===== src/rtl/hazard_unit_mc_if.sv =====
// Bundle of hazard-unit signals between the pipeline (master) and hazard_unit_mc (slave).
// The slave modport senses pipeline state and drives the stall/flush/freeze controls.
interface hazard_unit_mc_if #(
  parameter int REG_ADDR_W = 5
);
  logic                  id_ex_mem_read;
  logic [REG_ADDR_W-1:0] id_ex_rd;
  logic [REG_ADDR_W-1:0] if_id_rs1;
  logic [REG_ADDR_W-1:0] if_id_rs2;
  logic                  if_id_rs1_used;
  logic                  if_id_rs2_used;
  logic                  ex_branch_taken;
  logic                  mem_req_valid;
  logic                  dmem_ready;
  logic                  pc_write;
  logic                  if_id_write;
  logic                  if_id_flush;
  logic                  id_ex_flush;
  logic                  pipe_freeze;
  logic                  mem_timeout;
  logic [31:0]           perf_lu_cycles;
  logic [31:0]           perf_mem_cycles;

  modport master (
    output id_ex_mem_read, id_ex_rd, if_id_rs1, if_id_rs2, if_id_rs1_used, if_id_rs2_used,
           ex_branch_taken, mem_req_valid, dmem_ready,
    input  pc_write, if_id_write, if_id_flush, id_ex_flush, pipe_freeze, mem_timeout,
           perf_lu_cycles, perf_mem_cycles
  );

  modport slave (
    input  id_ex_mem_read, id_ex_rd, if_id_rs1, if_id_rs2, if_id_rs1_used, if_id_rs2_used,
           ex_branch_taken, mem_req_valid, dmem_ready,
    output pc_write, if_id_write, if_id_flush, id_ex_flush, pipe_freeze, mem_timeout,
           perf_lu_cycles, perf_mem_cycles
  );
endinterface


===== src/rtl/hazard_unit_mc.sv =====
// Hazard unit for the 5-stage RV32I core: multi-cycle load-use stall, branch flush, dmem freeze + watchdog.
// Optional performance counters are built only when HAZARD_PERF_CNT_EN is defined.
module hazard_unit_mc #(
  parameter int REG_ADDR_W      = 5,
  parameter int LOAD_USE_STALLS = 1,
  parameter int MEM_TIMEOUT     = 256
) (
  input logic              clk,
  input logic              rst,
  hazard_unit_mc_if.slave  hz_if
);

  typedef enum logic {IDLE, LU_STALL} state_t;

  localparam logic [2:0]  LU_INIT = 3'(LOAD_USE_STALLS - 1);
  localparam logic [15:0] WD_MAX  = 16'(MEM_TIMEOUT);

  state_t      state_q, state_d;
  logic [2:0]  cnt_q, cnt_d;
  logic [15:0] wd_q;
  logic        tmo_q;
  logic        hz, frz, flush, lu_stall;

  assign hz = hz_if.id_ex_mem_read && (hz_if.id_ex_rd != '0) &&
              ((hz_if.if_id_rs1_used && (hz_if.id_ex_rd == hz_if.if_id_rs1)) ||
               (hz_if.if_id_rs2_used && (hz_if.id_ex_rd == hz_if.if_id_rs2)));
  assign frz      = hz_if.mem_req_valid && !hz_if.dmem_ready;
  assign flush    = hz_if.ex_branch_taken;
  // Once in LU_STALL the bubble continues even if the hazard inputs change.
  assign lu_stall = !frz && !flush && ((state_q == LU_STALL) || hz);

  always_ff @(posedge clk or posedge rst) begin
    if (rst) begin
      state_q <= IDLE;
      cnt_q   <= '0;
    end else begin
      state_q <= state_d;
      cnt_q   <= cnt_d;
    end
  end

  always_comb begin
    state_d = state_q;
    cnt_d   = cnt_q;
    if (!frz) begin
      if (flush) begin
        state_d = IDLE;
        cnt_d   = '0;
      end else if (state_q == LU_STALL) begin
        cnt_d = cnt_q - 3'd1;
        if (cnt_q == 3'd1) state_d = IDLE;
      end else if (hz && (LOAD_USE_STALLS > 1)) begin
        state_d = LU_STALL;
        cnt_d   = LU_INIT;
      end
    end
  end

  always_comb begin
    hz_if.pc_write    = 1'b1;
    hz_if.if_id_write = 1'b1;
    hz_if.if_id_flush = 1'b0;
    hz_if.id_ex_flush = 1'b0;
    hz_if.pipe_freeze = 1'b0;
    if (frz) begin
      hz_if.pipe_freeze = 1'b1;
      hz_if.pc_write    = 1'b0;
      hz_if.if_id_write = 1'b0;
    end else if (flush) begin
      hz_if.if_id_flush = 1'b1;
      hz_if.id_ex_flush = 1'b1;
    end else if (lu_stall) begin
      hz_if.pc_write    = 1'b0;
      hz_if.if_id_write = 1'b0;
      hz_if.id_ex_flush = 1'b1;
    end
  end

  // Watchdog saturates at MEM_TIMEOUT so a very long freeze cannot wrap it.
  always_ff @(posedge clk or posedge rst) begin
    if (rst) begin
      wd_q  <= '0;
      tmo_q <= 1'b0;
    end else if (frz) begin
      if (wd_q != WD_MAX) wd_q <= wd_q + 16'd1;
      if (wd_q >= WD_MAX - 16'd1) tmo_q <= 1'b1;
    end else begin
      wd_q <= '0;
    end
  end

  // The error shows in the same cycle the count reaches the limit, then sticks.
  assign hz_if.mem_timeout = tmo_q || (frz && (wd_q >= WD_MAX - 16'd1));

`ifdef HAZARD_PERF_CNT_EN
  logic [31:0] perf_lu_q, perf_mem_q;

  always_ff @(posedge clk or posedge rst) begin
    if (rst) begin
      perf_lu_q  <= '0;
      perf_mem_q <= '0;
    end else begin
      if (lu_stall && (perf_lu_q != 32'hFFFF_FFFF))  perf_lu_q  <= perf_lu_q + 32'd1;
      if (frz && (perf_mem_q != 32'hFFFF_FFFF))      perf_mem_q <= perf_mem_q + 32'd1;
    end
  end

  assign hz_if.perf_lu_cycles  = perf_lu_q;
  assign hz_if.perf_mem_cycles = perf_mem_q;
`else
  assign hz_if.perf_lu_cycles  = '0;
  assign hz_if.perf_mem_cycles = '0;
`endif

endmodule


===== src/flat_wrapper.sv =====
// flat-port wrapper written by rule: the top's interface ports become plain ports
module hazard_unit_mc_flat 
#(
  parameter int REG_ADDR_W      = 5,
  parameter int LOAD_USE_STALLS = 1,
  parameter int MEM_TIMEOUT     = 256
)
  (clk, rst, hz_if_id_ex_mem_read, hz_if_id_ex_rd, hz_if_if_id_rs1, hz_if_if_id_rs2, hz_if_if_id_rs1_used, hz_if_if_id_rs2_used, hz_if_ex_branch_taken, hz_if_mem_req_valid, hz_if_dmem_ready, hz_if_pc_write, hz_if_if_id_write, hz_if_if_id_flush, hz_if_id_ex_flush, hz_if_pipe_freeze, hz_if_mem_timeout, hz_if_perf_lu_cycles, hz_if_perf_mem_cycles);
  hazard_unit_mc_if #(.REG_ADDR_W(REG_ADDR_W)) hz_if_i ();
  input logic clk;
  input logic rst;
  input wire logic [$bits(hz_if_i.id_ex_mem_read)-1:0] hz_if_id_ex_mem_read;
  input wire logic [$bits(hz_if_i.id_ex_rd)-1:0] hz_if_id_ex_rd;
  input wire logic [$bits(hz_if_i.if_id_rs1)-1:0] hz_if_if_id_rs1;
  input wire logic [$bits(hz_if_i.if_id_rs2)-1:0] hz_if_if_id_rs2;
  input wire logic [$bits(hz_if_i.if_id_rs1_used)-1:0] hz_if_if_id_rs1_used;
  input wire logic [$bits(hz_if_i.if_id_rs2_used)-1:0] hz_if_if_id_rs2_used;
  input wire logic [$bits(hz_if_i.ex_branch_taken)-1:0] hz_if_ex_branch_taken;
  input wire logic [$bits(hz_if_i.mem_req_valid)-1:0] hz_if_mem_req_valid;
  input wire logic [$bits(hz_if_i.dmem_ready)-1:0] hz_if_dmem_ready;
  output wire logic [$bits(hz_if_i.pc_write)-1:0] hz_if_pc_write;
  output wire logic [$bits(hz_if_i.if_id_write)-1:0] hz_if_if_id_write;
  output wire logic [$bits(hz_if_i.if_id_flush)-1:0] hz_if_if_id_flush;
  output wire logic [$bits(hz_if_i.id_ex_flush)-1:0] hz_if_id_ex_flush;
  output wire logic [$bits(hz_if_i.pipe_freeze)-1:0] hz_if_pipe_freeze;
  output wire logic [$bits(hz_if_i.mem_timeout)-1:0] hz_if_mem_timeout;
  output wire logic [$bits(hz_if_i.perf_lu_cycles)-1:0] hz_if_perf_lu_cycles;
  output wire logic [$bits(hz_if_i.perf_mem_cycles)-1:0] hz_if_perf_mem_cycles;
  assign hz_if_i.id_ex_mem_read = hz_if_id_ex_mem_read;
  assign hz_if_i.id_ex_rd = hz_if_id_ex_rd;
  assign hz_if_i.if_id_rs1 = hz_if_if_id_rs1;
  assign hz_if_i.if_id_rs2 = hz_if_if_id_rs2;
  assign hz_if_i.if_id_rs1_used = hz_if_if_id_rs1_used;
  assign hz_if_i.if_id_rs2_used = hz_if_if_id_rs2_used;
  assign hz_if_i.ex_branch_taken = hz_if_ex_branch_taken;
  assign hz_if_i.mem_req_valid = hz_if_mem_req_valid;
  assign hz_if_i.dmem_ready = hz_if_dmem_ready;
  assign hz_if_pc_write = hz_if_i.pc_write;
  assign hz_if_if_id_write = hz_if_i.if_id_write;
  assign hz_if_if_id_flush = hz_if_i.if_id_flush;
  assign hz_if_id_ex_flush = hz_if_i.id_ex_flush;
  assign hz_if_pipe_freeze = hz_if_i.pipe_freeze;
  assign hz_if_mem_timeout = hz_if_i.mem_timeout;
  assign hz_if_perf_lu_cycles = hz_if_i.perf_lu_cycles;
  assign hz_if_perf_mem_cycles = hz_if_i.perf_mem_cycles;
  hazard_unit_mc #(.REG_ADDR_W(REG_ADDR_W), .LOAD_USE_STALLS(LOAD_USE_STALLS), .MEM_TIMEOUT(MEM_TIMEOUT)) u_core (.clk(clk), .rst(rst), .hz_if(hz_if_i));
endmodule

===== config.mk =====
export PLATFORM = sky130hd
export DESIGN_NAME = hazard_unit_mc_flat
export DESIGN_NICKNAME = d
export VERILOG_FILES = /design/src/rtl/hazard_unit_mc_if.sv /design/src/rtl/hazard_unit_mc.sv /design/src/flat_wrapper.sv
export SDC_FILE = /design/constraint.sdc
export NUM_CORES = 1
export LEC_CHECK = 0
export CORE_MARGIN = 2
export CORE_UTILIZATION = 36
export CTS_CLUSTER_DIAMETER = 40
export CTS_CLUSTER_SIZE = 25
export DETAILED_ROUTE_END_ITERATION = 12
export PLACE_DENSITY = 0.89
export SLEW_MARGIN = 20
export SYNTH_ARGS = -nofsm -noshare
export SYNTH_HDL_FRONTEND = slang
export SYNTH_SLANG_ARGS = --single-unit

===== constraint.sdc =====
create_clock -name clk -period 1.5 [get_ports clk]
set_input_delay 0.3 -clock clk [delete_from_list [all_inputs] [get_ports clk]]
set_output_delay 0.3 -clock clk [all_outputs]
set_load 0.02 [all_outputs]

==> flow_metrics.py <==
metrics = {
    "timing": {
        "finClkSkew_ns": 0.002308,
        "fin_crit_ns": 1.964,
        "period_share": 1.310,
        "slew_viol_final": 0,
        "clock.fmax_ghz": 0.5090,
        "fin_ws_ns": -0.4645,
        "tns_ns": -1.391,
        "rsz0062_at_grt": "true",
        "setup_viol": 7,
        "hold_viol": 0,
    },
    "die": {
        "dieArea_um2": 5418,
        "die_w_um": 73.61,
        "initial_utilization": 0.3717,
        "io_pins": 93,
        "coreArea_um2": 4692,
        "die_h_um": 73.61,
        "rows": 25,
    },
    "setup_path": {
        "end_kind": "output port",
        "cp.required_ns": 1.20,
        "critical_path_class": "reg -> out",
        "reg2regPathDepth": 6,
        "worst-r2r-setup-slack_ns": -0.03,
        "worstReg2RegStart": "u_core.wd_q[12]",
        "reg2reg_to": "u_core.wd_q[0]",
        "cp-start-kind": "flip-flop",
        "critPathArrivalTime_ns": 1.66,
        "worstPathMaxFanout": 2,
    },
    "layout": {
        "stdcell_count": 315,
        "layout_commonest_cell": "conb_1",
        "final_nets": 289,
        "synthToLayoutAreaGrowth_pct": 24.82,
        "final_cell_mix": "conb_1, buf_4, dfrtp_1",
        "drive_above_1_share": 0.2682,
        "diodes": 0,
        "final_util": 0.4640,
    },
    "flow_run": {
        "drv_cap": 0,
    },
    "clocking": {
        "cts.sinks": 21,
        "cts_tree": "built",
        "cts.clk_slew.worst_paths_ns": 0.07,
        "clock_latency_ns": 0.26,
        "ctsHoldBuffers": 0,
        "cts_inserted_buffers": 3,
        "clock_path_buffers": 2,
        "root_buffer": "clkbuf_8",
        "cts_htree_levels": 1,
    },
    "place": {
        "dp_hpwl_mm": 2.660,
        "gp_congestion": 0.8173,
        "io_buffers": 28,
        "dp_cells": 307,
        "dp_slack_ns": -1.166,
    },
    "detailed_routing": {
        "vias": 1382,
        "wl_per_cell_um": 11.02,
        "detail_route.vias_per_cell": 4.387,
        "drt_pass1_iterations": 4,
        "detail-route-antenna-nets": 0,
        "drt-total-wl_mm": 3.470,
        "drcViolationCount": 0,
        "drtIter0Drc": 40,
    },
    "grt": {
        "antenna_found_initial": 0,
        "gr-total-overflow": 0,
        "grt_max_degree": 22,
        "grt_pass1_vias": 1336,
        "grt_pass1_wl_mm": 5.575,
        "grtUsageTotal": 0.1350,
    },
    "power": {
        "static-leakage-power_nw": 1.111,
        "peakVddDrop_mv": 0.2736,
        "p_per_area_nw_per_um2": 597.7,
    },
    "yosys": {
        "synth_top_family_by_area": "buffers and inverters",
        "synth_area_um2": 1744,
        "seq_area_frac_synth": 0.3013,
        "synth_area_per_cell_um2": 8.854,
        "synth_compound_gate_area_share": 0.07676,
        "synth_xor_area_frac": 0.1004,
        "synth.lib_cells_used.distinct": 37,
        "ys.warnings.count": 0,
        "yosys.area_share.adder": 0.02869,
        "synth.mux.area_fraction": 0.01148,
        "synthSimpleGateAreaFrac": 0.1714,
        "synth_cells": 197,
        "synth_ff_type": "dfrtp_1",
        "synth_seq_cells": 21,
        "synth_edf_count": 0,
        "async_flop_share": 1.000,
    },
    "worst_hold_path": {
        "min_path_type": "in -> async",
    },
    "run_status": {
        "status": "finished with violations",
        "violations": "setup timing",
    },
}
cells by family after synthesis:
logic type                 after synthesis
and+or+nand+nor                         51
DFF                                     21
adders and majority gates                4
xor gates and xnor gates                20
buffers and inverters                   76
other                                    1
AOI/OAI and AO/OA                       22
muxes                                    2
layer usage:
layer | GRT usage | routed length [um] | part of all wire
met5 | 0 | 0 | 0
met4 | 0.08081 | 92 | 0.027
met3 | 0.01646 | 217 | 0.063
met2 | 0.2589 | 1902 | 0.55
met1 | 0.1363 | 1258 | 0.36
report_power, final:
part | switching (W) | total [W] | internal, W | leakage, nW
registers | 0.00000350 | 0.000575 | 0.000571 | 0.291
logic | 0.000245 | 0.000355 | 0.000110 | 0.797
clock network | 0.000182 | 0.000372 | 0.000189 | 0.0228
total | 0.000431 | 0.00130 | 0.000871 | 1.11
synth_stat cells (2+ instances only):
library cell,count,area [um^2]
buf_4,65,488.0
dfrtp_1,21,525.5
xor2_1,16,140.1
nor2_1,12,45.04
a21oi_1,7,35.03
inv_1,7,26.28
o21ai_0,6,30.03
nand2_1,5,18.77
nand3_1,5,25.02
nand4_1,5,31.28
ha_1,4,50.05
or3_1,4,25.02
xnor2_1,4,35.03
nor4_1,3,18.77
a21o_1,2,15.01
and2_1,2,12.51
and4_1,2,17.52
clkbuf_1,2,7.510
mux2i_1,2,20.02
nand2b_1,2,12.51
nor3_1,2,10.01
nor4b_1,2,17.52
o22ai_1,2,12.51
o31ai_1,2,15.01
final cells by class:
cell class,count,area [um^2]
clock buffers,4,45.04
fillers,443,2515
inverters,8,35.03
multi-input cells,163,982.2
flip-flops and latches,21,525.5
well taps,54,67.56
repair buffers,65,521.8
state kept, by name, summed over array words and instances (netlist names):
signal / flops
u_core.tmo_q: 1
u_core.cnt_q: 3
u_core.state_q: 1
u_core.wd_q: 16
what timing repair did:
item	CTS	global route
pin swaps	15	10
endpoints found under the setup margin	8	12
gates resized for setup	96	6
buffers inserted	2	3
cloned	0	0
worst max path at each step:
| stage | to | slack (ns) | from | cells after the start |
|---|---|---|---|---|
| final | hz_if_mem_timeout | -0.46 | u_core.wd_q[12] | 5 |
| after global routing | hz_if_mem_timeout | -0.53 | u_core.wd_q[12] | 5 |
| after CTS | hz_if_mem_timeout | -0.38 | u_core.wd_q[14] | 5 |
| after detailed placement | hz_if_if_id_write | -1.17 | hz_if_id_ex_rd[0] | 5 |
| after global placement | hz_if_if_id_write | -1.08 | hz_if_id_ex_rd[4] | 6 |
| after floorplan | hz_if_pc_write | -0.25 | hz_if_id_ex_rd[0] | 4 |
per-stage QoR:
step	total power (W)	cell area, um^2	hold slack, ns
final	0.001301	2177	0.3667
after detailed placement	0.0009333	2069	0.4690
after global routing	0.001358	2177	0.4004
after CTS	0.001299	2143	0.3808
after global placement	0.0009272	2069	0.4387
after floorplan	0.0009340	1984	0.2765
critical path, stage by stage (launching register included):
cell and delay, ns:
dfrtp_1 0.40, nor4_2 0.31, buf_4 0.16, nand4b_1 0.13, a21o_1 0.25, buf_6 0.14
No activity file was read; power rests on OpenSTA's default activity.
